## src/rtl/word_tx_queue_pkg.sv

```systemverilog
// Shared types and constants for the transmit-side word queue.
// Byte-order helpers keep the serializer independent of MSB/LSB-first selection.
package word_tx_queue_pkg;

    localparam int unsigned BYTES_PER_WORD = 4;
    localparam int unsigned BYTE_W         = 8;
    localparam int unsigned WORD_W         = 32;
    localparam int unsigned IDX_W          = 2;

    typedef enum logic [2:0] {
        IDLE,
        LOAD,
        SEND,
        WAIT_ACK,
        WAIT_DONE
    } tx_state_e;

    // Byte at the send end of the shift register
    function automatic logic [BYTE_W-1:0] lead_byte(input logic [WORD_W-1:0] w,
                                                    input logic              msb_first);
        return msb_first ? w[WORD_W-1 -: BYTE_W] : w[BYTE_W-1:0];
    endfunction

    // Move the next byte into the send position
    function automatic logic [WORD_W-1:0] advance(input logic [WORD_W-1:0] w,
                                                  input logic              msb_first);
        return msb_first ? (w << BYTE_W) : (w >> BYTE_W);
    endfunction

endpackage

```

## src/rtl/sync_fifo.sv

```systemverilog
// Circular-buffer FIFO with extra-MSB pointers; count and not_full are registered,
// full/empty/head are decodes of the pointer registers.
module sync_fifo #(
    parameter int unsigned WIDTH      = 32,
    parameter int unsigned DEPTH_LOG2 = 3
) (
    input  logic                  clk,
    input  logic                  reset,
    input  logic                  push,
    input  logic                  pop,
    input  logic [WIDTH-1:0]      din,
    output logic [WIDTH-1:0]      dout_c,
    output logic                  full_c,
    output logic                  empty_c,
    output logic                  not_full,
    output logic [DEPTH_LOG2:0]   count
);

    localparam int unsigned PTR_W = DEPTH_LOG2 + 1;
    localparam int unsigned DEPTH = 1 << DEPTH_LOG2;

    logic [WIDTH-1:0] mem [DEPTH];
    logic [PTR_W-1:0] wptr, rptr, wptr_nxt, rptr_nxt;
    logic             do_push, do_pop, full_nxt;

    always_comb begin
        full_c   = (wptr[DEPTH_LOG2] != rptr[DEPTH_LOG2]) &&
                   (wptr[DEPTH_LOG2-1:0] == rptr[DEPTH_LOG2-1:0]);
        empty_c  = (wptr == rptr);
        do_push  = push && !full_c;
        do_pop   = pop && !empty_c;
        wptr_nxt = wptr + PTR_W'(do_push);
        rptr_nxt = rptr + PTR_W'(do_pop);
        full_nxt = (wptr_nxt[DEPTH_LOG2] != rptr_nxt[DEPTH_LOG2]) &&
                   (wptr_nxt[DEPTH_LOG2-1:0] == rptr_nxt[DEPTH_LOG2-1:0]);
        dout_c   = mem[rptr[DEPTH_LOG2-1:0]];
    end

    always_ff @(posedge clk) begin
        if (do_push) begin
            mem[wptr[DEPTH_LOG2-1:0]] <= din;
        end
    end

    // Occupancy flags track the post-update pointers so they line up with them
    always_ff @(posedge clk) begin
        if (reset) begin
            wptr     <= '0;
            rptr     <= '0;
            count    <= '0;
            not_full <= 1'b1;
        end else begin
            wptr     <= wptr_nxt;
            rptr     <= rptr_nxt;
            count    <= wptr_nxt - rptr_nxt;
            not_full <= !full_nxt;
        end
    end

endmodule

```

## src/rtl/word_tx_queue.sv

```systemverilog
// Transmit word queue: buffers 32-bit words from the core and feeds them to the
// UART sender one byte per ready/enable handshake.
module word_tx_queue
    import word_tx_queue_pkg::*;
#(
    parameter int unsigned DEPTH_LOG2 = 3,
    parameter bit          MSB_FIRST  = 1'b1
) (
    input  logic                 CLK,
    input  logic                 reset,
    input  logic [WORD_W-1:0]    word_in,
    input  logic                 word_valid,
    output logic                 word_ready,
    output logic [BYTE_W-1:0]    byte_out,
    output logic                 byte_enable,
    input  logic                 sender_ready,
    output logic [DEPTH_LOG2:0]  count,
    output logic                 busy,
    output logic                 overflow
);

    tx_state_e          state, state_nxt;
    logic [WORD_W-1:0]  shreg, shreg_nxt;
    logic [IDX_W-1:0]   idx, idx_nxt;
    logic [BYTE_W-1:0]  byte_out_nxt;
    logic               byte_enable_nxt, overflow_nxt, busy_nxt;
    logic               push, pop;
    logic [WORD_W-1:0]  head_c;
    logic               full_c, empty_c;

    sync_fifo #(
        .WIDTH      (WORD_W),
        .DEPTH_LOG2 (DEPTH_LOG2)
    ) u_fifo (
        .clk      (CLK),
        .reset    (reset),
        .push     (push),
        .pop      (pop),
        .din      (word_in),
        .dout_c   (head_c),
        .full_c   (full_c),
        .empty_c  (empty_c),
        .not_full (word_ready),
        .count    (count)
    );

    // Next-state, serializer and output logic
    always_comb begin
        state_nxt       = state;
        shreg_nxt       = shreg;
        idx_nxt         = idx;
        byte_out_nxt    = byte_out;
        byte_enable_nxt = 1'b0;
        pop             = 1'b0;
        push            = word_valid && !full_c;
        overflow_nxt    = overflow || (word_valid && full_c);

        case (state)
            IDLE: begin
                if (!empty_c) begin
                    pop       = 1'b1;
                    shreg_nxt = head_c;
                    idx_nxt   = '0;
                    state_nxt = LOAD;
                end
            end
            LOAD: begin
                byte_out_nxt = lead_byte(shreg, MSB_FIRST);
                state_nxt    = SEND;
            end
            SEND: begin
                if (sender_ready) begin
                    byte_enable_nxt = 1'b1;
                    state_nxt       = WAIT_ACK;
                end
            end
            WAIT_ACK: begin
                if (!sender_ready) begin
                    state_nxt = WAIT_DONE;
                end
            end
            WAIT_DONE: begin
                if (sender_ready) begin
                    if (idx == IDX_W'(BYTES_PER_WORD - 1)) begin
                        state_nxt = IDLE;
                    end else begin
                        shreg_nxt = advance(shreg, MSB_FIRST);
                        idx_nxt   = idx + IDX_W'(1);
                        state_nxt = LOAD;
                    end
                end
            end
            default: state_nxt = IDLE;
        endcase

        // A pop always leaves IDLE, so post-update occupancy is nonzero iff count or push is
        busy_nxt = (state_nxt != IDLE) || (count != '0) || push;
    end

    always_ff @(posedge CLK) begin
        if (reset) begin
            state       <= IDLE;
            shreg       <= '0;
            idx         <= '0;
            byte_out    <= '0;
            byte_enable <= 1'b0;
            overflow    <= 1'b0;
            busy        <= 1'b0;
        end else begin
            state       <= state_nxt;
            shreg       <= shreg_nxt;
            idx         <= idx_nxt;
            byte_out    <= byte_out_nxt;
            byte_enable <= byte_enable_nxt;
            overflow    <= overflow_nxt;
            busy        <= busy_nxt;
        end
    end

endmodule

```

## config.mk

```make
export PLATFORM = sky130hd
export DESIGN_NAME = word_tx_queue
export DESIGN_NICKNAME = d
export VERILOG_FILES = /design/src/rtl/word_tx_queue_pkg.sv /design/src/rtl/sync_fifo.sv /design/src/rtl/word_tx_queue.sv
export SDC_FILE = /design/constraint.sdc
export NUM_CORES = 1
export LEC_CHECK = 0
export BUFFER_PORTS_ARGS = -buffer_cell sky130_fd_sc_hd__buf_4
export CORE_UTILIZATION = 33
export DETAILED_ROUTE_END_ITERATION = 16
export SETUP_SLACK_MARGIN = 0.4
export SYNTH_ARGS = -nofsm -noshare
export SYNTH_HDL_FRONTEND = slang
export SYNTH_SLANG_ARGS = --single-unit
```

## constraint.sdc

```tcl
create_clock -name CLK -period 3.6 [get_ports CLK]
set_input_delay 0.36 -clock CLK [delete_from_list [all_inputs] [get_ports CLK]]
set_output_delay 0.36 -clock CLK [all_outputs]
set_load 0.1 [all_outputs]
```

==> run summary, run 1 <==
Crit. End Element: register
sequential share of the synthesized area: 0.7279
# rows: 70
Mapped Area: 0.01224 mm2
TritonCTS buffer count: 35
worst-path maximum fanout: 8
final core occ: 0.3918
Slew Viols, Final: 0
synthesis warning total: 0
clk buf depth: 3
vias in the first global route: 6435
Final setup viols: 0
CP Buf/Inv Count: 1
Critical R2R Launch: u_fifo.wptr[2]
hold path start: word_in[11]
Max-Cap Viols: 0
pre-CTS setup slack: 796.3 ps
Post-CTS Resized: 0
clk root buf: clkbuf_16
Top cell by count, worst path: ha_1
unrepaired setup endpoints after global routing: no
htree depth: 2
Peak VDD IR: 0.3457 mV
register bit total from synthesis: 317
Levels on crit path: 9
CP max-delay cell: dfxtp_1
TritonCTS clock tree: yes
Largest stage delay, worst path: 590 ps
Lkg Pwr: 4.528 nW
height of the die: 194.6 um
status: finished, final reports clean
drt pass-1 iters: 4
Die ar.: 0.03786 mm2
Switch Pwr: 0.002667 W
num ports: 52
hpwl dp: 13760 um
Async SR Flop Fraction: 0
Final Critical Period: 2818 ps
clock network fraction of total power: 0.356
Fin. Hold Viols: 0
initial drt markers: 331
setup_tns: 0 ps
PortBufs: 51
Net Sw Frac: 0.2730
antenna cells: 0
cell-internal power: 0.007102 W
worst hold path type: primary input to register
fraction of layout cells with a size suffix above 1: 0.2667
Post-Syn Area per Cell: 18.86 um2
total number of vias: 6025
WHS Endpoint: u_fifo.mem[5][11]
Synth Net Count: 694
Total GRT Usage: 0.1324
Avg Vias per Cell: 5.008
Post-DRT Antenna Nets: 0
Max Clk Rate: 0.3548 GHz
WP data required: 3980 ps
Final WS setup: 781.8 ps
largest net degree at the start of global routing: 66
Tcrit/Tclk final: 0.7828
pwr/cell area: 682.8 mW/mm2
Worst Hold Depth: 1
cell family contributing the most delay on the critical path: adder cells
core area: 0.03652 mm2
cells on worst reg2reg path: 9
initial core utilization: 0.3351
Sequential Power Share: 0.450
critical-path cell list: xnor2_1 > nand3_1 > o21a_1 > ha_1 > ha_1 > xnor2_1 > inv_1 > ha_1 > or4b_1
# DRC: 0
CP Class: register to register
count of cell types in the netlist: 46
EDFF count, synth: 256
clock sink count: 317
total routed wirelength: 24590 um
Chip Width: 194.6 um
Rel. slew slack: 0.1828
Clock transition at path regs: 60 ps
area grow syn2layout: 16.91%
gr ovfl total: 0
initial antenna violation count: 0
first-pass GRT wire length: 38160 um
Syn Inst Count: 649
final std cells w/o fill: 1203
Reg-to-Reg End: u_fifo.not_full
startpoint types: register
worst-margin pin slew: 1222 ps
Main synth FF type: edfxtp_1
worst-skew pair later-pin latency: 520 ps
Setup Skew: 14.72 ps
Comb pwr share: 0.193
# placed instances: 1139
Worst EP arrival: 3200 ps
fillers: 3268
R2R Setup Slk: 780 ps
Post-CTS Setup Bufs: 0
Final GP Congestion: 0.7320
wire per inst: 20.44 um
hold buffers post-CTS: 0
Nets: 753
==> routing by layer <==
metal  up-vias  wire length (um)  global-route usage
met5         -                 0                   0
met4         0               600             0.04145
met3        41              1187             0.02638
met2       138             11600              0.2105
met1      3108             11200              0.1825
li1       2738                 -                   -
==> synthesized netlist by cell type, types with 2 or more instances <==
cell type	number	area, um2
clkbuf_1	9	33.78
mux4_2	64	1441
nor2b_1	5	31.28
inv_1	5	18.77
dfxtp_1	61	1221
buf_2	18	90.09
nor4_1	4	25.02
mux2i_1	39	390.4
o21ai_0	24	120.1
nand2_1	7	26.28
buf_6	10	112.6
nand3_1	28	140.1
xnor2_1	7	61.31
nand2b_1	2	12.51
a21oi_1	5	25.02
ha_1	8	100.1
edfxtp_1	256	7687
a22o_1	25	219.0
buf_1	2	7.510
nor3_1	2	10.01
o2bb2ai_1	7	61.31
nor2_1	33	123.9
xor2_1	4	35.03
nand4_1	2	12.51
==> power by group through the flow <==
stage                     Sequential [W]  Clock, W  Combinational [W]
after floorplan                  0.00465         0            0.00129
after global placement           0.00446         0            0.00192
after detailed placement         0.00447         0            0.00192
after CTS                        0.00440   0.00357            0.00193
after global routing             0.00443   0.00371            0.00205
final                            0.00440   0.00348            0.00189
==> cell usage in the layout (no fill, tap or decap), types with 3 or more instances in the layout <==
cell type  instances
a21oi_1            5
a22o_1            25
buf_12             4
buf_4             58
clkbuf_1          11
clkbuf_16         35
clkbuf_8           4
clkinv_1           4
dfxtp_1           58
edfxtp_1         256
ha_1               8
inv_1              5
mux2i_1           39
mux4_2            64
nand2_1            7
nand3_1           28
nor2_1            25
nor2_4             8
nor2b_1            5
nor3_4             3
nor4_1             4
o21ai_0           24
o2bb2ai_1          7
xnor2_1            7
xor2_1             4
==> flip-flops by register name (all words and copies together), names as in the netlist, 2 cells and up <==
signal and count:
u_fifo.count 4, u_fifo.mem 256, u_fifo.wptr 4, idx 2, shreg 32, state 3
u_fifo.rptr 4, byte_out 8
==> cells by family after synthesis <==
family                   Yosys count  synth area share
AND/OR/NAND/NOR                   92           0.03875
XOR/XNOR                          12          0.009201
AO/OA/AOI/OAI                     69           0.04048
buffers and inverters             45           0.02208
multiplexers                     105            0.1518
flip-flops                       317            0.7279
adder cells (fa/ha/maj)            9          0.009814
==> through the flow <==
step / instance area, um2 / power, W / hold WS (ps)
2_1_floorplan: 12250 / 0.005938 / 432.0
3_3_place_gp: 13180 / 0.006381 / 445.0
3_5_place_dp: 13180 / 0.006395 / 449.9
4_1_cts: 14310 / 0.009899 / 48.23
5_1_grt: 14310 / 0.01019 / 62.91
6_report: 14310 / 0.009770 / 67.22
==> worst max path at each step <==
stage	startpoint	endpoint	slack [ps]
2_1_floorplan	u_fifo.rptr[1]	u_fifo.mem[4][0]	820
5_1_grt	u_fifo.wptr[2]	u_fifo.not_full	540
6_report	u_fifo.wptr[2]	u_fifo.not_full	780
3_3_place_gp	u_fifo.wptr[2]	u_fifo.not_full	870
3_5_place_dp	u_fifo.wptr[2]	u_fifo.not_full	800
4_1_cts	u_fifo.wptr[2]	u_fifo.not_full	760
==> layout make-up <==
type / instances / area, um2 / area share
sequential: 317 / 8915 / 0.6230
inverter: 5 / 18.77 / 0.001312
timing repair buffer: 62 / 515.5 / 0.03603
multi-input combinational: 287 / 3143 / 0.2197
clock inverter: 14 / 158.9 / 0.01111
clock buffer: 50 / 972.2 / 0.06794
tap: 468 / 585.6 / 0.04092
Note: power is estimated with default switching activity, not from simulation.
==> run 2: changes to the inputs <==
clock period = 2.91 ns   (was 3.6 ns; I/O delays follow)
==> run 2 against run 1 <==
Compared with the run above: routed wire length grew 2.8%; critical path depth is the same; largest cell class unchanged; worst hold slack gained 64 ps; via count grew 2.6%; maximum frequency grew 15%.
==> run summary, run 2 (same netlist as run 1, synthesis figures left out) <==
Max-Cap Viols: 0
status: finished, final reports clean
Final setup viols: 0
height of the die: 194.6 um
Largest register FFs: 256
most common cell after layout, fill and taps aside: edfxtp_1
total number of vias: 6181
# DRC: 0
Worst EP arrival: 2890 ps
num ports: 52
first-pass GRT wire length: 38760 um
Reg area: 0.008920 mm2
area grow syn2layout: 19.59%
core area: 0.03652 mm2
Peak VDD IR: 0.5735 mV
setup_tns: 0 ps
Slew Viols, Final: 0
TritonCTS clock tree: yes
Final Critical Period: 2442 ps
Total GRT Usage: 0.1347
final std cells w/o fill: 1244
hold path start: reset
WP data required: 3350 ps
initial antenna violation count: 0
gr ovfl total: 0
Tcrit/Tclk final: 0.8391
wire per inst: 20.31 um
Max Clk Rate: 0.4095 GHz
Chip Width: 194.6 um
Lkg Pwr: 4.664 nW
drt pass-1 iters: 8
Avg Vias per Cell: 4.969
worst-path maximum fanout: 4
Nets: 797
clk root buf: clkbuf_16
htree depth: 1
largest net degree at the start of global routing: 66
worst-margin pin slew: 1042 ps
initial drt markers: 406
startpoint types: register
clock sink count: 317
TritonCTS buffer count: 31
# placed instances: 1151
hpwl dp: 14240 um
worst-skew pair later-pin latency: 570 ps
pwr/cell area: 795.3 mW/mm2
commonest cells after routing, fill and taps aside: edfxtp_1 (256), buf_4 (74), mux4_2 (64), dfxtp_1 (54), mux2i_1 (39)
Die ar.: 0.03786 mm2
# rows: 70
clk buf depth: 3
CP Class: register to register
Critical R2R Launch: u_fifo.rptr[0]
antenna cells: 0
Setup Skew: 12.65 ps
crit path from: u_fifo.rptr[0]
worst hold path type: primary input to register
area of the multi-input gates: 0.003213 mm2
Post-DRT Antenna Nets: 0
fillers: 3286
PortBufs: 51
unrepaired setup endpoints after global routing: no
Clock transition at path regs: 70 ps
Crit. End Element: register
total routed wirelength: 25270 um
initial core utilization: 0.3351
vias in the first global route: 6347
Rel. slew slack: 0.3049
Final GP Congestion: 0.7330
Fin. Hold Viols: 0
fraction of layout cells with a size suffix above 1: 0.2784
-- run 2: per-layer routing --
metal | wire, um | GRT usage | vias up
li1 | - | - | 2810
met2 | 12070 | 0.2196 | 122
met3 | 1167 | 0.02082 | 27
met1 | 11620 | 0.1903 | 3222
met4 | 413 | 0.02881 | 0
met5 | 0 | 0 | -
-- run 2: worst paths after layout --
kind / slack [ps] / end / cells past startpoint
worst max-delay path: 470 / u_fifo.not_full / 9
worst min-delay path: 130 / u_fifo.count[2] / 2
worst max register to register: 470 / u_fifo.not_full / 9
worst min register to register: 460 / idx[1] / 2
-- run 2: cell type report --
class	instances	share of cell area
flip-flops and latches	317	0.6094
multi-input cells	287	0.2195
repair buffers	110	0.06514
clock buffers	41	0.05625
well taps	468	0.04001
clock inverters	16	0.008378
inverters	5	0.001282
-- run 2: stage by stage --
step                      hold WS [ps]  utilization  total power, W  worst slack, ps  instance area [um2]
after global placement           443.2       0.3629        0.007899            363.6                13260
final                            131.6       0.4008         0.01164            468.1                14640
after CTS                        114.7       0.3989         0.01174            439.7                14570
after detailed placement         454.3       0.3629        0.007919            312.7                13260
after global routing             133.5       0.4008         0.01214            388.3                14640
after floorplan                  389.9            -        0.007347            127.8                12250
-- run 2: worst max-delay path, cell delays in order, from the launching register on --
cell	delay [ps]
dfxtp_4	380
xnor2_4	200
nand3_1	120
o21a_2	250
ha_1	210
ha_1	220
xnor2_2	190
inv_1	70
ha_1	270
or4b_1	420
-- run 2: power breakdown --
| part | internal (W) | switching [W] |
|---|---|---|
| registers | 0.00525 | 0.000207 |
| clock network | 0.00208 | 0.00166 |
| logic | 0.00108 | 0.00136 |
-- run 2: repair_timing --
item	4_1_cts	5_1_grt
gates resized for setup	4	12
buffers inserted	1	2
endpoints found under the hold margin	257	0
endpoints found under the setup margin	2	2
hold buffers	33	0
pin swaps	1	4
